$ cat config.mk
export PLATFORM = sky130hd
export DESIGN_NAME = fifo_reader
export DESIGN_NICKNAME = d
export VERILOG_FILES = /design/src/rtl/fifo_reader_pkg.sv /design/src/rtl/fifo_reader_skid.sv /design/src/rtl/fifo_reader.sv
export SDC_FILE = /design/constraint.sdc
export NUM_CORES = 1
export LEC_CHECK = 0
export BUFFER_PORTS_ARGS = -buffer_cell sky130_fd_sc_hd__buf_4
export CORE_MARGIN = 2
export CORE_UTILIZATION = 25
export CTS_CLUSTER_DIAMETER = 30
export CTS_CLUSTER_SIZE = 20
export DETAILED_ROUTE_END_ITERATION = 10
export MAX_ROUTING_LAYER = met4
export SYNTH_ARGS = -nofsm -noshare
export SYNTH_HDL_FRONTEND = slang
export SYNTH_SLANG_ARGS = --single-unit
$ cat constraint.sdc
create_clock -name clk -period 10.8 [get_ports clk]
set_clock_uncertainty 0.2 [all_clocks]
set_input_delay 0.54 -clock clk [delete_from_list [all_inputs] [get_ports clk]]
set_output_delay 0.54 -clock clk [all_outputs]
set_load 0.1 [all_outputs]
$ cat src/rtl/fifo_reader_pkg.sv
// fifo_reader_pkg: shared types and defaults for the FIFO reader slice.
//   reader_state_t      : burst controller state encoding (IDLE, RUN, FLUSH)
//   SKID_DEPTH_DEFAULT  : default output buffer depth (2 sustains full rate)
//   LEN_W_DEFAULT       : default width of burst length and counters
// The data width comes from the common `WIDTH define (32 unless overridden).
`ifndef WIDTH
`define WIDTH 32
`endif

package fifo_reader_pkg;

    typedef enum logic [1:0] {
        IDLE  = 2'd0,
        RUN   = 2'd1,
        FLUSH = 2'd2
    } reader_state_t;

    localparam int SKID_DEPTH_DEFAULT = 2;
    localparam int LEN_W_DEFAULT      = 16;

endpackage

$ cat src/rtl/fifo_reader_skid.sv
// skid_buffer: small circular buffer holding words returned by the FIFO until
// the downstream stream accepts them. First-word fall-through on head.
// Ports:
//   clk, reset      : clock and synchronous active-high reset
//   flush           : drop all contents this cycle (wins over push/pop)
//   push, push_data : write one word
//   pop             : remove the head word (ignored when empty)
//   head            : current head word
//   count           : occupancy, 0..DEPTH
//   empty, full     : occupancy flags
// Push and pop may coincide at any occupancy; the caller's credit scheme
// keeps push-when-full from happening.
module skid_buffer
    import fifo_reader_pkg::*;
#(
    parameter int WIDTH = 32,
    parameter int DEPTH = 2
) (
    input  logic                         clk,
    input  logic                         reset,
    input  logic                         flush,
    input  logic                         push,
    input  logic [WIDTH-1:0]             push_data,
    input  logic                         pop,
    output logic [WIDTH-1:0]             head,
    output logic [$clog2(DEPTH+1)-1:0]   count,
    output logic                         empty,
    output logic                         full
);

    localparam int PTR_W = (DEPTH > 1) ? $clog2(DEPTH) : 1;
    localparam int CNT_W = $clog2(DEPTH + 1);
    localparam logic [PTR_W-1:0] LAST_PTR = PTR_W'(DEPTH - 1);

    logic [WIDTH-1:0] mem_r [DEPTH];
    logic [PTR_W-1:0] wr_ptr_r;
    logic [PTR_W-1:0] rd_ptr_r;
    logic [CNT_W-1:0] count_r;
    logic             do_push_s;
    logic             do_pop_s;

    // Pointer advance with wrap at DEPTH-1 (DEPTH need not be a power of two).
    function automatic logic [PTR_W-1:0] ptr_next(input logic [PTR_W-1:0] ptr);
        logic [PTR_W-1:0] nxt;
        if (ptr == LAST_PTR) begin
            nxt = {PTR_W{1'b0}};
        end else begin
            nxt = ptr + PTR_W'(1'b1);
        end
        return nxt;
    endfunction

    assign empty = (count_r == {CNT_W{1'b0}});
    assign full  = (count_r == CNT_W'(DEPTH));
    assign count = count_r;
    assign head  = mem_r[rd_ptr_r];

    // A full buffer still takes a push when it pops in the same cycle.
    assign do_pop_s  = pop & ~flush & ~empty;
    assign do_push_s = push & ~flush & (~full | do_pop_s);

    // Pointer and occupancy tracking.
    always_ff @(posedge clk) begin
        if (reset || flush) begin
            wr_ptr_r <= {PTR_W{1'b0}};
            rd_ptr_r <= {PTR_W{1'b0}};
            count_r  <= {CNT_W{1'b0}};
        end else begin
            if (do_push_s) begin
                wr_ptr_r <= ptr_next(wr_ptr_r);
            end else begin
                wr_ptr_r <= wr_ptr_r;
            end
            if (do_pop_s) begin
                rd_ptr_r <= ptr_next(rd_ptr_r);
            end else begin
                rd_ptr_r <= rd_ptr_r;
            end
            case ({do_push_s, do_pop_s})
                2'b10:   count_r <= count_r + CNT_W'(1'b1);
                2'b01:   count_r <= count_r - CNT_W'(1'b1);
                default: count_r <= count_r;
            endcase
        end
    end

    // Storage write; contents are don't-care while the slot is unoccupied.
    always_ff @(posedge clk) begin
        if (do_push_s) begin
            mem_r[wr_ptr_r] <= push_data;
        end
    end

endmodule

$ cat src/rtl/fifo_reader.sv
// fifo_reader: consumer-side controller for the synchronous FIFO. Pops an
// exact burst of `len` words per `start`, absorbs the FIFO's one-cycle read
// latency and re-presents the words on a valid/ready stream.
// Ports:
//   clk, reset              : clock, synchronous active-high reset
//   start, len              : burst command (len sampled with start)
//   busy, done              : burst in progress / one-cycle completion pulse
//   fifo_ready, fifo_read   : FIFO non-empty / pop strobe (combinational)
//   fifo_valid, fifo_data   : FIFO read response, one cycle after a pop
//   m_valid, m_ready        : output stream handshake
//   m_data, m_last          : output word and end-of-burst marker
// Optional: define FIFO_READER_ABORT_EN to add `abort` (input) and `aborted`
// (output). Without it a burst always runs to completion.
module fifo_reader
    import fifo_reader_pkg::*;
#(
    parameter int WIDTH      = `WIDTH,
    parameter int SKID_DEPTH = SKID_DEPTH_DEFAULT,
    parameter int LEN_W      = LEN_W_DEFAULT
) (
    input  logic             clk,
    input  logic             reset,
    input  logic             start,
    input  logic [LEN_W-1:0] len,
    output logic             busy,
    output logic             done,
    input  logic             fifo_ready,
    output logic             fifo_read,
    input  logic             fifo_valid,
    input  logic [WIDTH-1:0] fifo_data,
    output logic             m_valid,
    input  logic             m_ready,
    output logic [WIDTH-1:0] m_data,
    output logic             m_last
`ifdef FIFO_READER_ABORT_EN
    ,
    input  logic             abort,
    output logic             aborted
`endif
);

    localparam int CNT_W = $clog2(SKID_DEPTH + 1);

    reader_state_t    state_r;
    reader_state_t    state_nxt_s;
    logic [LEN_W-1:0] len_q_r;
    logic [LEN_W-1:0] rcv_cnt_r;
    logic [LEN_W-1:0] out_cnt_r;
    logic             inflight_r;
    logic             done_r;
    logic             busy_r;

    logic             abort_s;
    logic             accept_s;
    logic             hs_s;
    logic             last_hs_s;
    logic             start_ok_s;
    logic             done_nxt_s;
    logic             read_s;
    logic [LEN_W:0]   rcv_sum_s;
    logic [LEN_W:0]   rcv_pend_s;
    logic [CNT_W:0]   cred_used_s;
    logic [CNT_W:0]   cred_lim_s;
    logic [CNT_W-1:0] skid_count_s;
    logic             skid_empty_s;
    logic             skid_full_s;
    logic [WIDTH-1:0] skid_head_s;

`ifdef FIFO_READER_ABORT_EN
    logic aborted_r;
    assign abort_s = abort & busy_r;
    assign aborted = aborted_r;
`else
    assign abort_s = 1'b0;
`endif

    assign hs_s       = m_valid & m_ready;
    assign last_hs_s  = hs_s & m_last;
    assign start_ok_s = start & (state_r == IDLE);

    // Only a response to our own outstanding pop counts; a missing response
    // means the FIFO dropped the pop and the word will be requested again.
    assign accept_s   = inflight_r & fifo_valid & ~abort_s;

    // Counter sums one bit wider so len = 2^LEN_W - 1 cannot wrap.
    assign rcv_sum_s  = {1'b0, rcv_cnt_r} + (LEN_W+1)'(accept_s);
    assign rcv_pend_s = {1'b0, rcv_cnt_r} + (LEN_W+1)'(inflight_r);

    // Credit: buffered words plus the pop in flight must leave room for one
    // more; the limit grows by one when the head leaves this cycle.
    assign cred_used_s = {1'b0, skid_count_s} + (CNT_W+1)'(inflight_r);
    assign cred_lim_s  = (CNT_W+1)'(SKID_DEPTH) + (CNT_W+1)'(hs_s);

    // Pop request: running, FIFO non-empty, burst not yet covered, credit left.
    always_comb begin
        read_s = 1'b0;
        if ((state_r == RUN) && fifo_ready && !abort_s &&
            (rcv_pend_s < {1'b0, len_q_r}) &&
            (cred_used_s < cred_lim_s) && !(skid_full_s && !hs_s)) begin
            read_s = 1'b1;
        end else begin
            read_s = 1'b0;
        end
    end

    // Next-state and done-pulse decode.
    always_comb begin
        state_nxt_s = state_r;
        done_nxt_s  = 1'b0;
        case (state_r)
            IDLE: begin
                if (start && (len != {LEN_W{1'b0}})) begin
                    state_nxt_s = RUN;
                end else if (start) begin
                    done_nxt_s = 1'b1;
                end else begin
                    state_nxt_s = IDLE;
                end
            end
            RUN: begin
                if (abort_s) begin
                    state_nxt_s = IDLE;
                    done_nxt_s  = 1'b1;
                end else if (rcv_sum_s == {1'b0, len_q_r}) begin
                    state_nxt_s = FLUSH;
                end else begin
                    state_nxt_s = RUN;
                end
            end
            FLUSH: begin
                if (abort_s || last_hs_s) begin
                    state_nxt_s = IDLE;
                    done_nxt_s  = 1'b1;
                end else begin
                    state_nxt_s = FLUSH;
                end
            end
            default: begin
                state_nxt_s = IDLE;
            end
        endcase
    end

    // Controller state, burst counters and registered status outputs.
    always_ff @(posedge clk) begin
        if (reset) begin
            state_r    <= IDLE;
            len_q_r    <= {LEN_W{1'b0}};
            rcv_cnt_r  <= {LEN_W{1'b0}};
            out_cnt_r  <= {LEN_W{1'b0}};
            inflight_r <= 1'b0;
            done_r     <= 1'b0;
            busy_r     <= 1'b0;
        end else begin
            state_r    <= state_nxt_s;
            busy_r     <= (state_nxt_s != IDLE);
            done_r     <= done_nxt_s;
            inflight_r <= read_s;
            if (start_ok_s) begin
                len_q_r   <= len;
                rcv_cnt_r <= {LEN_W{1'b0}};
                out_cnt_r <= {LEN_W{1'b0}};
            end else if (abort_s) begin
                len_q_r   <= len_q_r;
                rcv_cnt_r <= {LEN_W{1'b0}};
                out_cnt_r <= {LEN_W{1'b0}};
            end else begin
                len_q_r   <= len_q_r;
                rcv_cnt_r <= rcv_sum_s[LEN_W-1:0];
                out_cnt_r <= out_cnt_r + LEN_W'(hs_s);
            end
        end
    end

`ifdef FIFO_READER_ABORT_EN
    // Flags the done pulse that follows an abort.
    always_ff @(posedge clk) begin
        if (reset) begin
            aborted_r <= 1'b0;
        end else begin
            aborted_r <= abort_s;
        end
    end
`endif

    skid_buffer #(
        .WIDTH (WIDTH),
        .DEPTH (SKID_DEPTH)
    ) u_skid (
        .clk       (clk),
        .reset     (reset),
        .flush     (abort_s),
        .push      (accept_s),
        .push_data (fifo_data),
        .pop       (hs_s),
        .head      (skid_head_s),
        .count     (skid_count_s),
        .empty     (skid_empty_s),
        .full      (skid_full_s)
    );

    assign fifo_read = read_s;
    assign busy      = busy_r;
    assign done      = done_r;
    assign m_valid   = ~skid_empty_s;
    // Zero while empty so the idle/reset value of m_data is defined.
    assign m_data    = skid_empty_s ? {WIDTH{1'b0}} : skid_head_s;
    assign m_last    = m_valid & (out_cnt_r == (len_q_r - LEN_W'(1'b1)));

endmodule

Word level (Yosys, flattened, before mapping) --
Memories as Yosys holds them, arrays and structs flattened. A register that Yosys moved wholly into a read port is not among the register bits. Cells that the tools add are included.
Storage, ports and cells: bits in writable memories 64, input port bits 54, output and inout port bits 37, word-level logic and storage cells 72, memories 1, register bits 57
Memories:
- u_skid.mem_r | depth 2, width 32, read ports 1, clocked after Yosys merged registers in 1, write ports 1, line fifo_reader_skid.sv:35 | logic [WIDTH-1:0] mem_r [DEPTH];
Operators by class: $add $sub $neg 10, eq/ne operators 7, reduce and logical (&&, ||, !) cells 14, muxes and demuxes 18, magnitude comparators 2, bitwise operators 10
Operators by type and width (number):
- adder 16 x 1 -> 17 bit | 2
- 2-to-1 mux 32 bit | 1
- equality test 17 x 16 -> 1 bit | 1
- < comparator 17 x 16 -> 1 bit | 1
- adder 16 x 1 -> 16 bit | 1
- equality test 16 bit | 1
- nonzero test 16 bit | 1
- subtractor 16 x 1 -> 16 bit, second input constant | 1
- 2-to-1 mux 1 bit | 10
- 2-to-1 mux 2 bit | 4
- AND 1 bit | 7
- equality test 2 bit, second input constant | 3
- logical AND 1 bit | 6
- one-hot mux 2 bit (3 select lines) | 1
- equality test 2 x 1 -> 1 bit, second input constant | 2
- logical NOT 2 bit | 2
- one-hot mux 2 bit (2 select lines) | 1
- nonzero test 2 bit | 2
- adder 2 x 1 -> 3 bit | 1
- adder 2 x 1 -> 3 bit, first input constant | 1
- < comparator 3 bit | 1
- adder 1 bit, second input constant | 2
- adder 2 x 1 -> 2 bit, second input constant | 1
- logical NOT 1 bit | 2
- 5 further kinds | 6

Logic depth before layout (Yosys ltp) --
Gate-level depths: netlist (run 1).
depth after elaboration 8, mapped depth 12

Cells and area by module --
A second synthesis (run 1) with hierarchy kept.
Unflattened totals: cells, all modules 645, area total of the unflattened synthesis 6652.6 um^2
By module, submodules not included:
- fifo_reader | cells an instance 514, area each 4073.9 um^2, times used 1
- skid_buffer | cells an instance 131, area each 2578.7 um^2, times used 1

Worst setup path before layout (run 1) --
No wires, ideal clock.
path type register to output, start register inflight_r, end output port fifo_read, slack 6.413 ns, stages on the path, launching flop included 13, arrival time 3.647 ns, path through dfxtp_1 ha_1 ha_1 clkbuf_1 nand3_1 xnor2_1 ha_1 a21o_1 a21oi_1 o21ai_1 a221oi_1 o21ai_1 a21oi_1
On the way: word-level cells in the longest chain between the ends 6
RTL lines:
- from (decl) | line fifo_reader.sv:49 | logic inflight_r;
- from (signal assigned) | line fifo_reader.sv:158 | inflight_r <= read_s;
- adder 16 x 1 -> 17 bit | line fifo_reader.sv:87 | assign rcv_pend_s = {1'b0, rcv_cnt_r} + (LEN_W+1)'(inflight_r);
- < comparator 17 x 16 -> 1 bit | line fifo_reader.sv:98 | (rcv_pend_s < {1'b0, len_q_r}) &&
- logical AND 1 bit | line fifo_reader.sv:97 | if ((state_r == RUN) && fifo_ready && !abort_s &&
- logical AND 1 bit (*) | line fifo_reader.sv:98
- logical AND 1 bit (*) | line fifo_reader.sv:99 | (cred_used_s < cred_lim_s) && !(skid_full_s && !hs_s)) begin
- 2-to-1 mux 1 bit (*) | line fifo_reader.sv:97
- to (decl) | line fifo_reader.sv:28 | output logic fifo_read,
Mark *: on every way between the ends. The rest lies on a longest branch, timed or not.

Final worst setup path (run 1) --
start register rcv_cnt_r[6], end output port fifo_read
On the way: word-level cells in the longest chain between the ends 6
RTL lines:
- from (decl) | line fifo_reader.sv:47 | logic [LEN_W-1:0] rcv_cnt_r;
- from (signal assigned) | line fifo_reader.sv:149 | rcv_cnt_r <= {LEN_W{1'b0}};
- from (signal assigned) | line fifo_reader.sv:161 | rcv_cnt_r <= {LEN_W{1'b0}};
- from (signal assigned) | line fifo_reader.sv:165 | rcv_cnt_r <= {LEN_W{1'b0}};
- adder 16 x 1 -> 17 bit | line fifo_reader.sv:87
- < comparator 17 x 16 -> 1 bit | line fifo_reader.sv:98
- logical AND 1 bit | line fifo_reader.sv:97
- logical AND 1 bit | line fifo_reader.sv:98
- logical AND 1 bit | line fifo_reader.sv:99
- 2-to-1 mux 1 bit | line fifo_reader.sv:97
Every way passes these cells.

==> results of run 1 <==
==> registers in the layout (all words and copies together), names as in the netlist, named ones only <==
| register | flops |
|---|---|
| u_skid.mem_r | 64 |
| len_q_r | 16 |
| out_cnt_r | 16 |
| rcv_cnt_r | 16 |
| state_r | 2 |
| u_skid.count | 2 |
| busy | 1 |
| done | 1 |
| inflight_r | 1 |
| u_skid.rd_ptr_r | 1 |
| u_skid.wr_ptr_r | 1 |
==> logic make-up after synthesis <==
| kind of cell | after synthesis |
|---|---|
| flip-flops | 122 |
| adder cells (fa/ha/maj) | 24 |
| buffers and inverters | 59 |
| AO/OA/AOI/OAI | 78 |
| multiplexers | 32 |
| XOR/XNOR | 70 |
| AND/OR/NAND/NOR | 257 |
==> routing by layer <==
| metal | part of all wire | routed length [um] | vias up |
|---|---|---|---|
| met2 | 0.43 | 6860 | 125 |
| met5 | 0 | 0 | - |
| met1 | 0.49 | 7760 | 2274 |
| li1 | - | - | 2431 |
| met3 | 0.066 | 1060 | 14 |
| met4 | 0.012 | 194 | 0 |
==> per-stage QoR <==
step | area, um^2 | hold WS [ns] | power, mW | cells | worst slack [ns]
2_1_floorplan | 6450 | 0.270 | 0.606 | 642 | 6.41
3_3_place_gp | 7380 | 0.298 | 0.650 | 1028 | 7.03
6_report | 7950 | 0.108 | 1.20 | 1059 | 6.37
4_1_cts | 7950 | 0.0895 | 1.21 | 1059 | 6.45
5_1_grt | 7950 | 0.0881 | 1.25 | 1059 | 6.17
3_5_place_dp | 7380 | 0.303 | 0.651 | 1028 | 6.98
==> report_power, final <==
group | internal, mW | switching, mW | leakage (nW)
clock | 0.339 | 0.216 | 0.270
combinational | 0.0509 | 0.0791 | 1.66
sequential | 0.497 | 0.0150 | 1.05
total | 0.886 | 0.310 | 2.98
==> layout make-up <==
class,count,area [um^2],share of cell area
Multi-Input combinational cell,461,3100,0.389
Sequential cell,122,3080,0.388
Timing Repair Buffer,94,706,0.0887
Clock buffer,17,425,0.0535
Tap cell,330,413,0.0519
Clock inverter,14,148,0.0186
Inverter,21,78.8,0.00991
==> layout by cell type, fill, tap and decap left out, types with 5 or more instances in the layout <==
| cell type | count |
|---|---|
| nand2_1 | 53 |
| nand4_1 | 13 |
| ha_1 | 24 |
| nor3_1 | 8 |
| xnor2_1 | 40 |
| and2_1 | 6 |
| inv_1 | 21 |
| a21o_1 | 6 |
| clkbuf_16 | 17 |
| xor2_1 | 29 |
| mux2i_1 | 32 |
| dfxtp_1 | 57 |
| nand3_1 | 25 |
| nor2_1 | 85 |
| nor4_1 | 9 |
| or3_1 | 5 |
| and3_1 | 11 |
| o21ai_0 | 11 |
| a21oi_1 | 32 |
| o21ai_1 | 5 |
| nand2b_1 | 6 |
| and4_1 | 8 |
| edfxtp_1 | 64 |
| buf_4 | 94 |
==> critical path: cells and delay by family (launching register included) <==
family                     cells  cell delay [ns]
AOI/OAI and AO/OA              3             0.79
xor gates and xnor gates       1             0.19
adders and majority gates      1             0.30
buffers and inverters          1             0.35
DFF                            1             0.62
and+or+nand+nor                4             1.01
==> path summary, 6_finish.rpt <==
path                            cells past startpoint  slack, ns             endpoint
worst min-delay path                                1       0.11  u_skid.mem_r[0][21]
worst min register to register                      2       0.32             register
worst max register to register                      9       7.51           inflight_r
worst max-delay path                               10       6.37            fifo_read
==> metrics.cfg, run 1 <==
[timing]
finalSetupViolations = 0
fin_crit_ns = 4.43
rsz0062_at_grt = false
fin_crit_sh = 0.410
worst_pin_slew_ns = 1.19
fmax_mhz = 226
max_slew_margin = 0.206
finalMaxSlewViolations = 0
setup_tns_ns = 0
hold_viol_final = 0

[critical_path]
critPathRequiredTime_ns = 10.06
max_stage_delay_ns = 0.62
r2r-start = rcv_cnt_r[6]
worstPathMaxFanout = 13
cp_slowest_cell = dfxtp_1
startpoint_type = register
cp-startpoint = rcv_cnt_r[6]
endpoint_kind = output pin
path_class = reg2out
worstPathArrival_ns = 3.69
crit_chain = nand3_2 -> nor2_1 -> nand3_1 -> xnor2_1 -> ha_1 -> and4_1 -> a221oi_1 -> o21ai_1 -> a21oi_1 -> buf_4

[yosys]
ys_types = 59
syn-num-nets = 720
synth_top_cell_by_area = edfxtp_1
ys.flop_type = edfxtp_1
synth_xor_area_frac = 0.0972
syn_inst = 642
synth-simple-area-share = 0.211
synth-adder-area-share = 0.0465
ys_ff_latch = 122
syn_area_um2 = 6450
synth_edf_count = 64
ys_async_sr_fraction = 0
yosysWarnings = 0
synth_top_cells_by_count = 86 x nor2_1, 64 x edfxtp_1, 58 x dfxtp_1
synth_compound_area_frac = 0.0741
syn_avg_cell_area_um2 = 10.0
ys_seq_area_frac = 0.478
yosysMostFrequentCell = nor2_1
synth_top_family_by_area = simple AND/OR/NAND/NOR gates
synth_mux_area_frac = 0.0497
synth_area_leaders = edfxtp_1 30%, dfxtp_1 18%, xnor2_1 5.4%, nor2_1 5.0%, mux2i_1 5.0%
synth_top_area_frac = 0.298

[flow_run]
maxCapViolCount = 0

[pwr]
peakVddDrop_mv = 0.0790
p_leak_nw = 2.98
power.density_nw_per_um2 = 150

[grt]
grt-ovfl-total = 0
grt_busiest_layer = met2
use_met2 = 0.182
grt.total_usage = 0.124
grt_pass1_vias = 4675
use_met1 = 0.166
antenna_found_initial = 0
grt_max_degree = 36
grt_pass1_wl_mm = 24.8
use_met3 = 0.0342

[clock_network]
cts_tree = yes
cts_hold_buf = 0
cts_root_buf = clkbuf_16
insertion_delay_ns = 0.42
cts_buffer_depth = 2
clock-sinks = 122
clk_pin_slew_ns = 0.06
cts_made_buffers = 17
post-cts-setup-buffers = 0
htreeDepth = 4
cts-resized-gates = 0

[floorplanning]
die_y_um = 165
die_w_um = 165
design.portCount = 91
dieArea_um2 = 27100
num_rows = 58
initial_core_util = 0.255
coreArea_um2 = 25300

[finish]
drive_gt1_frac = 0.195
diodes = 0
syn2layout_area_growth_pct = 23.3
final_nets = 795
num-fill-cells = 2670
fin_util = 0.315

[drt]
drt_pass1_iterations = 4
avgRoutedWirePerCell_um = 15.0
routed_wl_mm = 15.9
drt_iter0_drc = 314
antenna_left = 0
drcViolationCount = 0
vias_per_cell = 4.57
num_vias = 4844

[min_path]
hp-start = fifo_data[21]
min_path_type = in2reg

[place]
portBuffers = 90
dp_hpwl_mm = 11.4
gp_congestion = 0.851

[run_status]
status = complete, no violations

Note: power is estimated with default switching activity, not from simulation.
==> run 2, diff against run 1 <==
--- a/config.mk
+++ b/config.mk
@@ -5,6 +5,7 @@
 export SDC_FILE = /design/constraint.sdc
 export NUM_CORES = 1
 export LEC_CHECK = 0
+export ABC_AREA = 1
 export BUFFER_PORTS_ARGS = -buffer_cell sky130_fd_sc_hd__buf_4
 export CORE_MARGIN = 2
 export CORE_UTILIZATION = 25
==> constraint.sdc (replaced) <==
create_clock -name clk -period 4 [get_ports clk]
set_clock_uncertainty 0.2 [all_clocks]
set_input_delay 0.2 -clock clk [delete_from_list [all_inputs] [get_ports clk]]
set_output_delay 0.2 -clock clk [all_outputs]
set_load 0.1 [all_outputs]
==> run 2 against run 1 <==
Against the previous run: total power grew to 2.9 times the previous value; setup slack worse by 6.1 ns; non-clock buffer count increased by 55; first-iteration DRC count up 61%; global-route usage up 1.2 points; critical endpoint unchanged; largest power group unchanged.
==> metrics.cfg, run 2 <==
[run_status]
status = complete, no violations

[grt]
antenna_found_initial = 0
use_met1 = 0.174
grt_max_degree = 34
grt-ovfl-total = 0
use_met2 = 0.221
use_met3 = 0.0296
grt_pass1_vias = 5686
grt_busiest_layer = met2
grt_pass1_wl_mm = 29.2
grt.total_usage = 0.136

[clock_network]
clock-sinks = 122
htreeDepth = 4
post-cts-setup-buffers = 0
clk_pin_slew_ns = 0.06
cts_tree = yes
cts_buffer_depth = 2
cts_made_buffers = 17
insertion_delay_ns = 0.42
cts_root_buf = clkbuf_16

[flow_run]
maxCapViolCount = 0

[critical_path]
worstPathArrival_ns = 3.29
endpoint_kind = output pin
worstPathMaxFanout = 5
startpoint_type = register
critPathRequiredTime_ns = 3.60
path_class = reg2out
worst-r2r-cell-count = 17

[finish]
drive_gt1_frac = 0.183
fin_cells = 1289
diodes = 0
num-fill-cells = 2707
final_common_cell = nand2_1
top_register = u_skid.mem_r
syn2layout_area_growth_pct = 33.1
largest_reg_flops = 64
final_nets = 1020
layout_common_cells = 225 x nand2_1, 97 x buf_4, 74 x inv_1

[pwr]
power.density_nw_per_um2 = 395
p_leak_nw = 3.77
peakVddDrop_mv = 0.209
finalPower_mw = 3.45

[floorplanning]
coreArea_um2 = 25900
dieArea_um2 = 27500
num_rows = 59
design.portCount = 91
initial_core_util = 0.253
die_y_um = 166
die_w_um = 166

[drt]
drcViolationCount = 0
num_vias = 5678
avgRoutedWirePerCell_um = 13.9
routed_wl_mm = 17.9
antenna_left = 0
drt_pass1_iterations = 4
vias_per_cell = 4.40
drt_iter0_drc = 505

[timing]
setup_tns_ns = 0
fin_crit_sh = 0.921
max_slew_margin = 0.243
fmax_mhz = 271
finalSetupViolations = 0
hold_viol_final = 0
fin_crit_ns = 3.69
finalMaxSlewViolations = 0
worst_pin_slew_ns = 1.13
rsz0062_at_grt = false

[yosys]
ys.flop_type = edfxtp_1
ys_types = 43
syn_avg_cell_area_um2 = 8.21
syn-num-nets = 876
synth_top_area_frac = 0.293
ys_ff_latch = 122
synth_top_cells_by_count = 225 x nand2_1, 74 x inv_1, 72 x a21oi_1
ys_async_sr_fraction = 0
yosysMostFrequentCell = nand2_1
synth_area_leaders = edfxtp_1 29%, dfxtp_1 18%, nand2_1 13%, a21oi_1 5.5%, ha_1 4.6%
syn_inst = 798
yosysWarnings = 0
syn_area_um2 = 6550
synth_top_cell_by_area = edfxtp_1
synth_edf_count = 64
ys_seq_area_frac = 0.470

[place]
dp_hpwl_mm = 12.7
dp.cells = 1206
gp_congestion = 0.891
portBuffers = 90

[min_path]
min_path_type = in2reg
worstHoldPathCells = 5

[run 2: report_power, final]
part	internal [mW]	leakage [nW]	total, mW	switching, mW
sequential	1.34	1.05	1.37	0.0237
clock	0.930	0.286	1.56	0.626
combinational	0.179	2.44	0.526	0.347
[run 2: area by class of cell]
type	instances	area, um^2	share of cell area
inverter	83	312	0.0357
tap	335	419	0.0481
clock buffer	17	425	0.0488
sequential	122	3080	0.354
multi-input combinational	569	3070	0.352
clock inverter	14	164	0.0188
timing repair buffer	149	1250	0.143
[run 2: critical path, stage by stage (launching register included)]
cell and delay (ns):
dfxtp_1 0.36, ha_1 0.21, ha_1 0.25, nand3_1 0.19
nor2_4 0.21, nand2_1 0.09, xor2_1 0.15, ha_1 0.29
nand2_1 0.09, nor2_1 0.05, a211oi_1 0.17, nand2_1 0.07
nand2_1 0.06, nand2_1 0.05, nand3_1 0.07, nand2_1 0.05
nand2_1 0.05, nand3_1 0.09, inv_1 0.08, buf_4 0.28
[run 2: per-layer routing]
metal,part of all wire,vias to the layer above
met5,0,-
met3,0.051,19
met4,0.0087,0
met2,0.47,144
li1,-,2922
met1,0.47,2593
[run 2: cells by family after synthesis]
family	synth area share
fa+ha+maj	0.0458
simple gates	0.282
flops	0.470
compound gates	0.0865
xor+xnor	0.0510
buf+inv	0.0643
[run 2: what timing repair did]
action / CTS / global route
endpoints found under the setup margin: 0 / 1
gates resized for setup: 0 / 3
endpoints found under the hold margin: 83 / 0
hold buffers: 52 / 0
[run 2: final timing paths]
kind	endpoint	startpoint	slack, ns
worst max-delay path	fifo_read	inflight_r	0.31
worst min-delay path	len_q_r[15]	start	0.14
worst max register to register	out_cnt_r[14]	u_skid.count[1]	0.76
worst min register to register	u_skid.rd_ptr_r	u_skid.rd_ptr_r	0.25
[run 2: per-stage QoR]
stage	setup slack, ns	hold WS, ns	area (um^2)	util
final	0.315	0.142	8720	0.337
after global routing	0.0188	0.169	8720	0.337
after CTS	0.168	0.125	8710	0.336
after detailed placement	0.645	0.188	7600	0.293
after global placement	0.695	0.185	7600	0.293
after floorplan	0.293	0.0691	6560	-
